`config.mk`:
```
export PLATFORM = sky130hd
export DESIGN_NAME = bu2020_mem_arbiter
export DESIGN_NICKNAME = d
export VERILOG_FILES = /design/src/rtl/bu2020_arb_pkg.sv /design/src/rtl/bu2020_arb_pick.sv /design/src/rtl/bu2020_mem_arbiter.sv
export SDC_FILE = /design/constraint.sdc
export NUM_CORES = 1
export LEC_CHECK = 0
export ABC_AREA = 1
export CORE_ASPECT_RATIO = 1.2
export CORE_MARGIN = 2
export CORE_UTILIZATION = 40
export DETAILED_ROUTE_END_ITERATION = 8
export PLACE_DENSITY_LB_ADDON = 0.05
export SLEW_MARGIN = 20
export SYNTH_ARGS = -nofsm -noshare
export SYNTH_HDL_FRONTEND = slang
export SYNTH_SLANG_ARGS = --single-unit
```
`constraint.sdc`:
```
create_clock -name clk -period 2.77 [get_ports clk]
set_clock_uncertainty 0.2 [all_clocks]
set_input_delay 0.4155 -clock clk [delete_from_list [all_inputs] [get_ports clk]]
set_output_delay 0.4155 -clock clk [all_outputs]
set_load 0.05 [all_outputs]
```
`src/rtl/bu2020_arb_pkg.sv`:
```
// Shared types and widths for the BU2020 memory arbiter slice.
package bu2020_arb_pkg;

   localparam int BU_ADDR_W = 12;
   localparam int BU_DATA_W = 16;

   typedef enum logic [1:0] {
      REQ_NONE,
      REQ_IF,
      REQ_DM,
      REQ_LD
   } requester_t;

   typedef enum logic [1:0] {
      S_IDLE,
      S_GRANT,
      S_WAIT
   } arb_state_t;

endpackage

```
`src/rtl/bu2020_arb_pick.sv`:
```
// Combinational winner select: LD > DM > IF, with IF promoted above DM once it has
// waited MAX_IF_WAIT cycles.
module bu2020_arb_pick
   import bu2020_arb_pkg::*;
#(
   parameter int MAX_IF_WAIT = 4,
   parameter int WAIT_W      = 3
) (
   input  logic              if_pend,
   input  logic              dm_pend,
   input  logic              ld_pend,
   input  logic [WAIT_W-1:0] if_wait,
   output logic [1:0]        winner
);

   localparam logic [WAIT_W-1:0] IF_WAIT_MAX = WAIT_W'(MAX_IF_WAIT);

   requester_t pick;

   always_comb begin
      pick = REQ_NONE;
      if (ld_pend)
         pick = REQ_LD;
      else if (if_pend && (if_wait == IF_WAIT_MAX))
         pick = REQ_IF;
      else if (dm_pend)
         pick = REQ_DM;
      else if (if_pend)
         pick = REQ_IF;
   end

   assign winner = pick;

endmodule

```
`src/rtl/bu2020_mem_arbiter.sv`:
```
// Shares one single-port synchronous memory between fetch (IF), data (DM) and loader (LD)
// ports; one access outstanding at a time, valid pulses return completion.
//
// state   | meaning
// S_IDLE  | no access in flight; winner picked and issued on the next edge
// S_GRANT | mem_en asserted for the owner (cycle N)
// S_WAIT  | read in flight, counting down to the mem_rdata return cycle
module bu2020_mem_arbiter
   import bu2020_arb_pkg::*;
#(
   parameter int READ_LAT    = 1,
   parameter int MAX_IF_WAIT = 4,
   parameter int ADDR_W      = BU_ADDR_W,
   parameter int DATA_W      = BU_DATA_W
) (
   input  logic              clk,
   input  logic              rst_n,
   input  logic              if_req,
   input  logic [ADDR_W-1:0] if_addr,
   output logic [DATA_W-1:0] if_rdata,
   output logic              if_valid,
   input  logic              dm_req,
   input  logic              dm_we,
   input  logic [ADDR_W-1:0] dm_addr,
   input  logic [DATA_W-1:0] dm_wdata,
   output logic [DATA_W-1:0] dm_rdata,
   output logic              dm_valid,
   input  logic              ld_req,
   input  logic              ld_we,
   input  logic [ADDR_W-1:0] ld_addr,
   input  logic [DATA_W-1:0] ld_wdata,
   output logic [DATA_W-1:0] ld_rdata,
   output logic              ld_valid,
   output logic [ADDR_W-1:0] mem_addr,
   output logic [DATA_W-1:0] mem_wdata,
   output logic              mem_we,
   output logic              mem_en,
   input  logic [DATA_W-1:0] mem_rdata,
   output logic              cpu_stall,
   output logic [15:0]       conflict_cnt
);

   localparam int                WAIT_W      = $clog2(MAX_IF_WAIT + 1);
   localparam logic [WAIT_W-1:0] IF_WAIT_MAX = WAIT_W'(MAX_IF_WAIT);
   localparam logic [1:0]        LAT_INIT    = (READ_LAT > 1) ? 2'(READ_LAT - 2) : 2'd0;

   arb_state_t        state;
   requester_t        owner;
   requester_t        pick_who;
   logic [1:0]        pick_raw;
   logic              owner_we;
   logic              rd_done_q;
   logic              finish_now;
   logic [1:0]        lat_cnt;
   logic [WAIT_W-1:0] if_wait;
   logic [1:0]        n_req;
   logic              if_pend;
   logic              dm_pend;
   logic              ld_pend;
   logic              sel_we;
   logic [ADDR_W-1:0] sel_addr;
   logic [DATA_W-1:0] sel_wdata;
   logic [DATA_W-1:0] if_rdata_q;
   logic [DATA_W-1:0] dm_rdata_q;
   logic [DATA_W-1:0] ld_rdata_q;

   // A requester showing valid this cycle still holds its old req/addr; mask it so the
   // completed access is not issued twice.
   assign if_pend = if_req & ~if_valid;
   assign dm_pend = dm_req & ~dm_valid;
   assign ld_pend = ld_req & ~ld_valid;

   bu2020_arb_pick #(
      .MAX_IF_WAIT (MAX_IF_WAIT),
      .WAIT_W      (WAIT_W)
   ) u_pick (
      .if_pend (if_pend),
      .dm_pend (dm_pend),
      .ld_pend (ld_pend),
      .if_wait (if_wait),
      .winner  (pick_raw)
   );

   assign pick_who = requester_t'(pick_raw);

   always_comb begin
      sel_we    = 1'b0;
      sel_addr  = '0;
      sel_wdata = '0;
      case (pick_who)
         REQ_IF: sel_addr = if_addr;
         REQ_DM: begin
            sel_we    = dm_we;
            sel_addr  = dm_addr;
            sel_wdata = dm_wdata;
         end
         REQ_LD: begin
            sel_we    = ld_we;
            sel_addr  = ld_addr;
            sel_wdata = ld_wdata;
         end
         default: ;
      endcase
   end

   assign finish_now = ((state == S_GRANT) && (owner_we || (READ_LAT == 1))) ||
                       ((state == S_WAIT) && (lat_cnt == 2'd0));

   always_ff @(posedge clk) begin
      if (!rst_n) begin
         state      <= S_IDLE;
         owner      <= REQ_NONE;
         owner_we   <= 1'b0;
         lat_cnt    <= 2'd0;
         rd_done_q  <= 1'b0;
         mem_en     <= 1'b0;
         mem_we     <= 1'b0;
         mem_addr   <= '0;
         mem_wdata  <= '0;
         if_valid   <= 1'b0;
         dm_valid   <= 1'b0;
         ld_valid   <= 1'b0;
         if_rdata_q <= '0;
         dm_rdata_q <= '0;
         ld_rdata_q <= '0;
      end else begin
         mem_en    <= 1'b0;
         mem_we    <= 1'b0;
         if_valid  <= finish_now && (owner == REQ_IF);
         dm_valid  <= finish_now && (owner == REQ_DM);
         ld_valid  <= finish_now && (owner == REQ_LD);
         rd_done_q <= finish_now && !owner_we;

         if (if_valid && rd_done_q) if_rdata_q <= mem_rdata;
         if (dm_valid && rd_done_q) dm_rdata_q <= mem_rdata;
         if (ld_valid && rd_done_q) ld_rdata_q <= mem_rdata;

         case (state)
            S_IDLE: begin
               if (pick_who != REQ_NONE) begin
                  state     <= S_GRANT;
                  owner     <= pick_who;
                  owner_we  <= sel_we;
                  mem_en    <= 1'b1;
                  mem_we    <= sel_we;
                  mem_addr  <= sel_addr;
                  mem_wdata <= sel_wdata;
               end
            end
            S_GRANT, S_WAIT: begin
               if (finish_now)
                  state <= S_IDLE;
               else if (state == S_GRANT) begin
                  state   <= S_WAIT;
                  lat_cnt <= LAT_INIT;
               end else
                  lat_cnt <= lat_cnt - 2'd1;
            end
            default: state <= S_IDLE;
         endcase
      end
   end

   always_ff @(posedge clk) begin
      if (!rst_n)
         if_wait <= '0;
      else if (!if_req || ((state == S_IDLE) && (pick_who == REQ_IF)))
         if_wait <= '0;
      else if (if_pend && (if_wait != IF_WAIT_MAX))
         if_wait <= if_wait + WAIT_W'(1);
   end

   assign n_req = {1'b0, if_req} + {1'b0, dm_req} + {1'b0, ld_req};

   always_ff @(posedge clk) begin
      if (!rst_n)
         conflict_cnt <= 16'h0000;
      else if ((n_req >= 2'd2) && (conflict_cnt != 16'hFFFF))
         conflict_cnt <= conflict_cnt + 16'h0001;
   end

   // Read data lands on mem_rdata in the valid cycle itself, so it is forwarded then and
   // held in the per-port register afterwards.
   assign if_rdata  = (if_valid && rd_done_q) ? mem_rdata : if_rdata_q;
   assign dm_rdata  = (dm_valid && rd_done_q) ? mem_rdata : dm_rdata_q;
   assign ld_rdata  = (ld_valid && rd_done_q) ? mem_rdata : ld_rdata_q;

   assign cpu_stall = (if_req & ~if_valid) | (dm_req & ~dm_valid);

   a_if_hold: assert property (@(posedge clk) disable iff (!rst_n) (if_req && !if_valid) |=> if_req);
   a_dm_hold: assert property (@(posedge clk) disable iff (!rst_n) (dm_req && !dm_valid) |=> dm_req);
   a_ld_hold: assert property (@(posedge clk) disable iff (!rst_n) (ld_req && !ld_valid) |=> ld_req);

endmodule

```
# ---- Yosys cells after proc, flatten, opt, wreduce, memory -nomap -nowiden
# Cells that the tools add are included.
dict set report word_totals {
  out_inout_bits 98
  in_bits 91
  regBits 108
  wordCells 87
}
dict set report classes {
  mux 16
  n_bitwise 9
  eq_ne 13
  order_cmp 1
  reduce_logical 26
  n_addsub 5
}
# operator n
set ops {}
lappend ops {{$mux W16} 3}
lappend ops {{$pmux W12 S3} 1}
lappend ops {{$pmux W16 S2} 1}
lappend ops {{$add A16 B1 Y16 const B} 1}
lappend ops {{$ne A16 B16 Y1 const B} 1}
lappend ops {{$mux W2} 7}
lappend ops {{$logic_and A1 B1 Y1} 12}
lappend ops {{$eq A2 B2 Y1 const B} 5}
lappend ops {{$reduce_and A2 Y1} 4}
lappend ops {{$eq A2 B1 Y1 const B} 3}
lappend ops {{$ne A3 B3 Y1 const B} 2}
lappend ops {{$not A1 Y1} 5}
lappend ops {{$logic_not A2 Y1} 2}
lappend ops {{$pmux W2 S2} 1}
lappend ops {{$reduce_or A2 Y1} 2}
lappend ops {{$add A3 B1 Y3 const B} 1}
lappend ops {{$and A1 B1 Y1} 3}
lappend ops {{$eq A3 B3 Y1 const B} 1}
lappend ops {{$reduce_and A3 Y1} 1}
lappend ops {{$add A1 B1 Y2} 1}
lappend ops {{$add A2 B1 Y2} 1}
lappend ops {{$ge A2 B2 Y1 const B} 1}
lappend ops {{$logic_not A1 Y1} 2}
lappend ops {{$logic_or A1 B1 Y1} 2}
lappend ops {{other kinds (6)} 7}

# ---- Logic depth before layout (Yosys ltp)
dict set report depth {
  depth_word 10
  mapped_depth 11
  ltp_nobuf 10
}

# ---- Hierarchy
# Synthesis repeated with hierarchy kept, for this count alone.
dict set report unflattened {
  cells_unflattened 728
  hier_area_um2 4927.2
}
# mod area_per_inst_um2 cells_per_inst instances seq_area_each_um2
set modules_own_cells {}
lappend modules_own_cells {bu2020_mem_arbiter 4888.4 718 1 2162.1}
lappend modules_own_cells {bu2020_arb_pick 38.8 10 1 0.0}

# ---- Worst setup path after synthesis
# Ideal clock, no wire load.
dict set report synth_path {
  path_type {flip-flop to output port}
  from {register if_valid}
  to {output if_rdata[11]}
  required_time_ns 2.155
  setup_slack_ns 0.501
  stages_incl_launch_ff 6
  arrival_time_ns 1.653
  n_path_buf 1
  cell_sequence {dfxtp_1 -> nand2_1 -> clkbuf_1 -> nand2_1 -> o21ai_0 -> inv_1}
}
dict set report synth_between {
  elab_chain_cells 2
}
# item line_no
set synth_rtl {}
lappend synth_rtl {{start: declaration} bu2020_mem_arbiter.sv:21} ;# output logic if_valid,
lappend synth_rtl {{start signal: assignment} bu2020_mem_arbiter.sv:129} ;# if_valid <= finish_now && (owner == REQ_IF);
lappend synth_rtl {{$logic_and A1 B1 Y1} bu2020_mem_arbiter.sv:184} ;# assign if_rdata = (if_valid && rd_done_q) ? mem_rdata : if_rdata_q;
lappend synth_rtl {{$mux W16} bu2020_mem_arbiter.sv:184}
lappend synth_rtl {{end: declaration} bu2020_mem_arbiter.sv:20} ;# output logic [DATA_W-1:0] if_rdata,
# Every way passes these cells.

# ---- Worst setup path after layout
dict set report layout_path {
  from {register if_valid}
  to {output if_valid}
}
# No word-level cell between the ends.

==> impl_results.md <==
- Status: finished clean
- Initial DRC Count: between 200 and 250
- Post-cts sizing count: 0
- Gate Count Post-Synth: 793
- I/O pins: 189
- Critical path class: reg2out
- NetSw: 1.28 mW
- Clock transition at the registers of the reported paths: 0.07 ns
- Synth Area in Compound Gates: 0.123
- VDD IR max: between 0.0003 and 0.0004 V
- I/O Buffers: between 150 and 200
- Residual DRC count: 0
- Bufs and invs on worst path: 1
- Multiplexer area fraction after synthesis: 0
- Clock power frac: 0.323
- Postcts setup bufs: 0
- Final Instance Area: 7410 sq um
- Max frequency: 419 MHz
- Placed insts: ~1.1k
- Startpoint types: register
- Floorplan core area: 12,800 sq um
- Average routed wire per standard cell: 12.4 um
- Top cells by count, synth: nand2_1, inv_1, dfxtp_1
- Routed wire length: approximately 14,000 um
- Pleak: 3.80 nW
- Post-synth EDFFs: 0
- Logic pwr share: 0.256
- Largest net degree at the start of global routing: 33
- Simple-Gate Fraction of Synth Area: 0.294
- Post-synth top area cell: dfxtp_1
- Switching share of power: 0.315
- Hold Path Class: reg2reg
- Final-report max-slew violation count: 0
- Antenna cells: 0
- Row cnt: between 40 and 50
- Setup TNS: 0 ns
- Synth unique cells: 31
- Most common cell in the netlist: nand2_1
- Global route overflow: 0
- Worst EP required: 2.15 ns
- Xor and xnor fraction of the mapped netlist area: 0.00830
- Area of the die: 14,100 sq um
- Post-synth net total: 892
- Power per Cell Area: between 500 and 600 nW/um^2
- First-pass GRT wire length: ~22,000 um
- Period Utilization, post-route: 0.861
- Hold buffer count at cts: 0
- Max_cap viols: 0
- Avg Cell Area, Syn: 6.65 sq um
- CTS tree: built
- Area after DPL: 7110 sq um
- Clock Latency Late Sink: 0.35 ns
- TritonRoute pass-1 iters: 5
- Initial Util: 0.413
- Tot GR Track Use: 0.199
- Unrepaired setup endpoints after global routing: false
- Htree depth: 3
- Yosys reg bits: between 100 and 150
- Worst-Margin Slew: 0.584 ns
- Hold Fails Final Rpt: 0
- Crit-path max FO: 4
- Hold slack: 0.249 ns
- Largest family of logic cells by synthesized area: simple AND/OR/NAND/NOR gates
- Sequential power share: 0.421
- Area grow syn2layout: 40.4%
- Die X: ~110 um
- Pint: 2.78 mW
- Share of the synthesized area in the top cell type: 0.410
- Die Span Y: roughly 130 um
- Fin crit period: between 2 and 2.5 ns
- Dpl hpwl: 10,500 um
- CTS Buf Count: 9
- Slowest stage delay, CP: ~0.91 ns
- Worst endpoint data arrival time: 1.77 ns
- RD Place Congestion: 0.821
- Synth top area cells: dfxtp_1, nand2_1, inv_1, nor2_1, o21ai_0
- Non-filler cells, final: between 1k and 1.5k
- Clock root buffer: clkbuf_16
- Setup violators final: 0
- Worst setup EP type: output pin
- R2r setup slk: 0.68 ns
- Longest Clk Path Bufs: 2
- Syn. warnings: 0
- Via density: 4.64
- Netlist Area Pre-Place: 5280 sq um
- Worst-path cell chain: clkdlybuf4s50_1
- Vias in the first global route: 4,916
- Final ANT Viol Nets: 0
- Most used flip-flop cell after synthesis: dfxtp_1
- Initial antenna violation count: 0
- Register area share after synthesis: 0.410
- Top delay family on crit path: buffers and inverters
- Via count of the routed design: 5,277
- Critical-path top delay cell: clkdlybuf4s50_1
- Ys async rst share: 0
- Final #Nets: 1,067
- Adder-Cell Fraction of Synth Area: 0.0190
- # clock sinks: 108
- Share of layout cells above drive strength 1: 0.114
- Slew Limit Headroom: 0.610
metrics by stage:
step	utilization	setup slack [ns]	power (mW)
floorplan	-	0.501	2.43
global placement	0.556	0.454	2.77
detailed placement	0.556	0.353	2.78
CTS	0.580	0.365	4.10
global route	0.580	0.257	4.25
finish	0.580	0.384	4.05
state kept, by name, indices dropped and copies added, names as in the netlist:
name / cells
if_valid: 1
dm_valid: 1
owner: 2
conflict_cnt: 16
if_rdata_q: 16
if_wait: 3
mem_en: 1
rd_done_q: 1
mem_addr: 12
ld_valid: 1
owner_we: 1
state: 2
lat_cnt: 2
mem_we: 1
dm_rdata_q: 16
ld_rdata_q: 16
mem_wdata: 16
logic make-up after synthesis:
kind of cell	count (synthesis)
AO/OA/AOI/OAI	121
buffers and inverters	182
AND/OR/NAND/NOR	369
XOR/XNOR	5
flip-flops	108
adder cells (fa/ha/maj)	8
final cells by class:
type / count / area, sq um
clock inverters: 5 / 50.0
clock buffers: 11 / 253
multi-input cells: 503 / 2340
well taps: 164 / 205
repair buffers: 200 / 1850
inverters: 146 / 548
flip-flops and latches: 108 / 2160
fillers: 1191 / 5370
layout by cell type, fill, tap and decap left out, types with 7 or more instances in the layout:
cell	count
a21oi_1	32
a21oi_2	9
buf_4	61
clkbuf_16	9
clkdlybuf4s50_1	139
dfxtp_1	108
ha_1	8
inv_1	139
inv_2	7
nand2_1	211
nand2_2	7
nand3_1	16
nand4_1	19
nor2_1	100
o21ai_0	67
o21ai_1	9
worst paths after layout:
check / startpoint / end / cells past startpoint
worst max register to register: if_wait[0]$_SDFFE_PP0P_ / mem_addr[0]$_SDFFE_PN0P_ / 9
worst min-delay path: owner[0]$_SDFFE_PN0P_ / dm_valid$_SDFF_PN0_ / 1
worst min register to register: owner[0]$_SDFFE_PN0P_ / dm_valid$_SDFF_PN0_ / 1
worst max-delay path: if_valid$_SDFF_PN0_ / if_valid / 1
metal layers:
layer | GRT usage | part of all wire
met5 | 0 | 0
met1 | 0.236 | 0.42
met4 | 0.0897 | 0.018
met3 | 0.0390 | 0.055
met2 | 0.349 | 0.51
power by group through the flow:
stage	combinational, mW	clock, mW	sequential [mW]
2_1_floorplan	0.460	0	1.97
3_3_place_gp	1.03	0	1.74
3_5_place_dp	1.04	0	1.74
4_1_cts	1.05	1.35	1.71
5_1_grt	1.13	1.40	1.72
6_report	1.04	1.31	1.71
No activity file was read; power rests on OpenSTA's default activity.
==> RTL change 1, RTL diff (same settings) <==
Put one more register stage on the output `conflict_cnt`, with the module's reset. The value now appears one clock later. The other outputs are not delayed to match.
--- a/src/rtl/bu2020_mem_arbiter.sv
+++ b/src/rtl/bu2020_mem_arbiter.sv
@@ -44,6 +44,8 @@
    localparam logic [WAIT_W-1:0] IF_WAIT_MAX = WAIT_W'(MAX_IF_WAIT);
    localparam logic [1:0]        LAT_INIT    = (READ_LAT > 1) ? 2'(READ_LAT - 2) : 2'd0;
 
+   logic [15:0] conflict_cnt_s0;
+
    arb_state_t        state;
    requester_t        owner;
    requester_t        pick_who;
@@ -174,9 +176,9 @@
 
    always_ff @(posedge clk) begin
       if (!rst_n)
-         conflict_cnt <= 16'h0000;
-      else if ((n_req >= 2'd2) && (conflict_cnt != 16'hFFFF))
-         conflict_cnt <= conflict_cnt + 16'h0001;
+         conflict_cnt_s0 <= 16'h0000;
+      else if ((n_req >= 2'd2) && (conflict_cnt_s0 != 16'hFFFF))
+         conflict_cnt_s0 <= conflict_cnt_s0 + 16'h0001;
    end
 
    // Read data lands on mem_rdata in the valid cycle itself, so it is forwarded then and
@@ -191,5 +193,13 @@
    a_dm_hold: assert property (@(posedge clk) disable iff (!rst_n) (dm_req && !dm_valid) |=> dm_req);
    a_ld_hold: assert property (@(posedge clk) disable iff (!rst_n) (ld_req && !ld_valid) |=> ld_req);
 
+   always_ff @(posedge clk) begin
+      if (!rst_n) begin
+         conflict_cnt <= '0;
+      end else begin
+         conflict_cnt <= conflict_cnt_s0;
+      end
+   end
+
 endmodule
 
Function: changed (Yosys sat finds a counterexample within 4 cycles, from zero or initial values and one cycle with rst_n low).
==> RTL change 1 against the original RTL <==
  * Count of clock-buffer cells in the layout is 11 higher
  * Final cell count is 5.5% higher
  * Sequential cell count is 16 higher
  * Die area is 7.2% higher
  * Total power is 29% higher
  * First-iteration DRC count is 25% higher
  * Via count is 3.4% higher
  * Routed wire length is 2.7% higher
  * Final area is 10% higher
  * Worst setup slack better by 3.0 ps
  * Area after synthesis is 7.5% higher
  * Worst hold slack worse by 29 ps
  * Critical endpoint unchanged
  * Largest cell class is now sequential cells
  * Largest power group is now the clock network
  * Highest routed layer unchanged
==> RTL change 1: results (changes against the original RTL) <==
metric,value,unit,change
status,"complete, no violations",,
power.leakage,4.21,nW,+11%
place_ws,476,ps,+123 ps
htreeDepth,4,,+1
layout-drive-gt1-share,12.1,%,+0.65 points
first_iter_violations,257,,+25%
cts.clk_slew.worst_paths,50,ps,-20 ps
antenna_found_initial,0,,unchanged
drt-total-wl,14400,um,+2.7%
ys_seq_area_share,43.8,%,+2.8 points
rows,47,,+4.4%
met1_length,6020,um,+1.9%
clk-insertion-delay-late,410,ps,+60 ps
cp_top_family,buffers and inverters,,
grt_pass1_wl,23900,um,+6.3%
num_vias,5458,,+3.4%
track_usage,19.5,%,-0.47 points
grt_pass1_vias,5062,,+3.0%
yosysUniqueCellTypes,29,,-6.5%
use_met1,22.0,%,-1.6 points
dr_wl_met3,1270,um,+63%
grtUsageMet3,8.50,%,+4.6 points
rrSetupSlack,740,ps,+60 ps
place.gp.congestion,0.794,,-3.3%
wl_met2,6950,um,-2.2%
r2r_end,mem_addr[4],,
grt_start_max_net_pins,41,,+24%
drc,0,,unchanged
synth_nets,932,,+4.5%
ctsResizeCount,0,,unchanged
fin_ws,387,ps,+2.96 ps
met2_usage,33.0,%,-1.9 points
synthTopCellsByArea,"dfxtp_1, nand2_1, inv_1",,
synth_common_cells,"nand2_1, inv_1, dfxtp_1",,
num-fill-cells,1343,,+13%
numCtsBuffers,17,,+8
hpwlAfterDp,10300,um,-2.8%
nets,1114,,+4.4%
RTL change 1: changes by cell type after synthesis, moves of 2 or more:
cell	change
dfxtp_1	+16
nand2_1	+20
nand3_1	-2
nand2_2	-2
xnor2_1	+2
nand4_1	+2
nor2_1	-8
buf_4	+2
buf_2	+2
nor2_4	+3
inv_1	+8
nand3b_1	-2
clkbuf_1	+4
buf_6	-4
RTL change 1: per-stage QoR:
step / area [um2] / hold slack, ps / utilization [%] / std cells
6_report: 8170 / 220 / 59.1 / 1199
5_1_grt: 8170 / 226 / 59.1 / 1199
4_1_cts: 8170 / 217 / 59.1 / 1199
3_5_place_dp: 7570 / 209 / 54.8 / 1167
3_3_place_gp: 7570 / 208 / 54.8 / 1167
2_1_floorplan: 5670 / 192 / - / 833
RTL change 1: logic make-up after synthesis:
family,count (synthesis),synth area share (%)
xor gates and xnor gates,8,1.24
AOI/OAI and AO/OA,122,11.7
buffers and inverters,193,13.7
and+or+nand+nor,378,27.8
DFF,124,43.8
adders and majority gates,8,1.77
RTL change 1: power breakdown:
part           leakage, nW  internal (mW)  switching, mW
Combinational         2.92          0.391          0.656
Sequential            1.01           1.89         0.0529
Clock                0.284           1.44          0.788
RTL change 1: cell type report:
cell class / count / area share, %
flip-flops and latches: 124 / 30.4
multi-input cells: 516 / 29.5
repair buffers: 202 / 23.1
inverters: 154 / 7.08
clock buffers: 22 / 5.56
well taps: 171 / 2.62
clock inverters: 10 / 1.73
RTL change 1: worst min-delay path by stage:
stage	start	end
6_report	owner_we	rd_done_q
5_1_grt	owner_we	rd_done_q
4_1_cts	owner_we	rd_done_q
3_5_place_dp	owner_we	rd_done_q
3_3_place_gp	owner_we	rd_done_q
2_1_floorplan	owner_we	rd_done_q
==> RTL change 2, RTL diff (same flow settings) <==
Without the edit above. Set the package constant `BU_DATA_W` to 32 (it was 16).
--- a/src/rtl/bu2020_arb_pkg.sv
+++ b/src/rtl/bu2020_arb_pkg.sv
@@ -2,7 +2,7 @@
 package bu2020_arb_pkg;
 
    localparam int BU_ADDR_W = 12;
-   localparam int BU_DATA_W = 16;
+   localparam int BU_DATA_W = 32;
 
    typedef enum logic [1:0] {
       REQ_NONE,
Interface: changed (7 resized); port bits go from 189 to 301. No check against the original RTL was run, so the function may have changed too.
==> RTL change 2 against the original RTL <==
  * Worst setup slack worse by 160 ps
  * Largest power group unchanged
  * Largest cell class is now sequential cells
  * Area after synthesis is 49% higher
  * Final area is 55% higher
  * Core utilization is 1.1 points higher
  * Sequential cell count is 64 higher
  * Routed wire length is 60% higher
  * Total power is 62% higher
==> RTL change 2: results (changes against the original RTL) <==
metric,value,unit,change
status,"complete, no violations",,
hold_slack,236,ps,-13.5 ps
layout-drive-gt1-share,12.9,%,+1.5 points
place_ws,440,ps,+87.2 ps
multiInputGateArea,3300,um2,+41%
place.gp.congestion,0.834,,+1.6%
viasPerCell,4.49,,-3.3%
io_buffers,300,,+60%
numCtsBuffers,17,,+8
nMultiInputCombCells,728,,+45%
grt_pass1_wl,35900,um,+59%
buffer_area_share,25.6,%,+0.64 points
synth_nets,1334,,+50%
synthTopCellsByArea,"dfxtp_1, nand2_1, inv_1",,
synth-compound-area-share,14.1,%,+1.9 points
crit_fanout,49,,+45
synth_common_cells,"nand2_1, inv_1, dfxtp_1",,
yosysUniqueCellTypes,30,,-3.2%
nets,1610,,+51%
htreeDepth,4,,+1
numClockSinks,172,,+59%
track_usage,21.4,%,+1.5 points
wl_per_cell,13.0,um,+4.9%
inv_count,231,,+58%
first_pass_iters,4,,-1
-- RTL change 2: changes by cell type in the layout (fill, tap and decap cells not counted), sizes merged, moves of 12 or more --
cell           unedited run  this run
inv                     146       239
a21oi                    41        59
clkdlybuf4s50           139       203
buf                      61       110
nor2                    105       139
nand2                   220       363
a31oi                     0        12
nand4                    19         4
dfxtp                   108       172
o21ai                    77       120
-- RTL change 2: worst max path at each step --
stage | from | end | slack [ps] | cells past startpoint
2_1_floorplan | ld_valid | ld_rdata[10] | 500 | 5
3_3_place_gp | dm_req | mem_addr[11] | 450 | 8
3_5_place_dp | dm_req | mem_addr[11] | 440 | 8
4_1_cts | if_valid | if_rdata[22] | 170 | 5
5_1_grt | if_valid | if_rdata[22] | 40 | 5
6_report | if_valid | if_rdata[22] | 220 | 5
-- RTL change 2: cells by family (layout without fill, tap and decap cells) --
group                      count (synthesis)  count (layout)
AOI/OAI and AO/OA                        193             193
xor gates and xnor gates                   8               8
adders and majority gates                  8               8
buffers and inverters                    287             576
DFF                                      172             172
and+or+nand+nor                          519             519
-- RTL change 2: power by group --
part	switching (mW)	internal, mW
clock network	1.09	1.30
registers	0.0747	2.61
logic	0.957	0.547
-- RTL change 2: worst reg2reg max path, delay by kind of cell (launching register included) --
family,cells,cell delay [ps]
simple gates,3,330
flops,1,430
buf+inv,2,300
compound gates,2,430
fa+ha+maj,1,290
-- RTL change 2: layer usage --
layer  vias up  GRT usage, %  wire [um]
met5         -             0          0
met4         0          7.76        445
met3        27          6.92       1780
met2       238          37.6      10800
met1      3430          24.5       9440
li1       4101             -          -
-- RTL change 2: metrics by stage --
stage	std cells	area, um2
floorplan	1187	7870
global placement	1705	10900
detailed placement	1705	10900
CTS	1737	11500
global route	1737	11500
finish	1737	11500
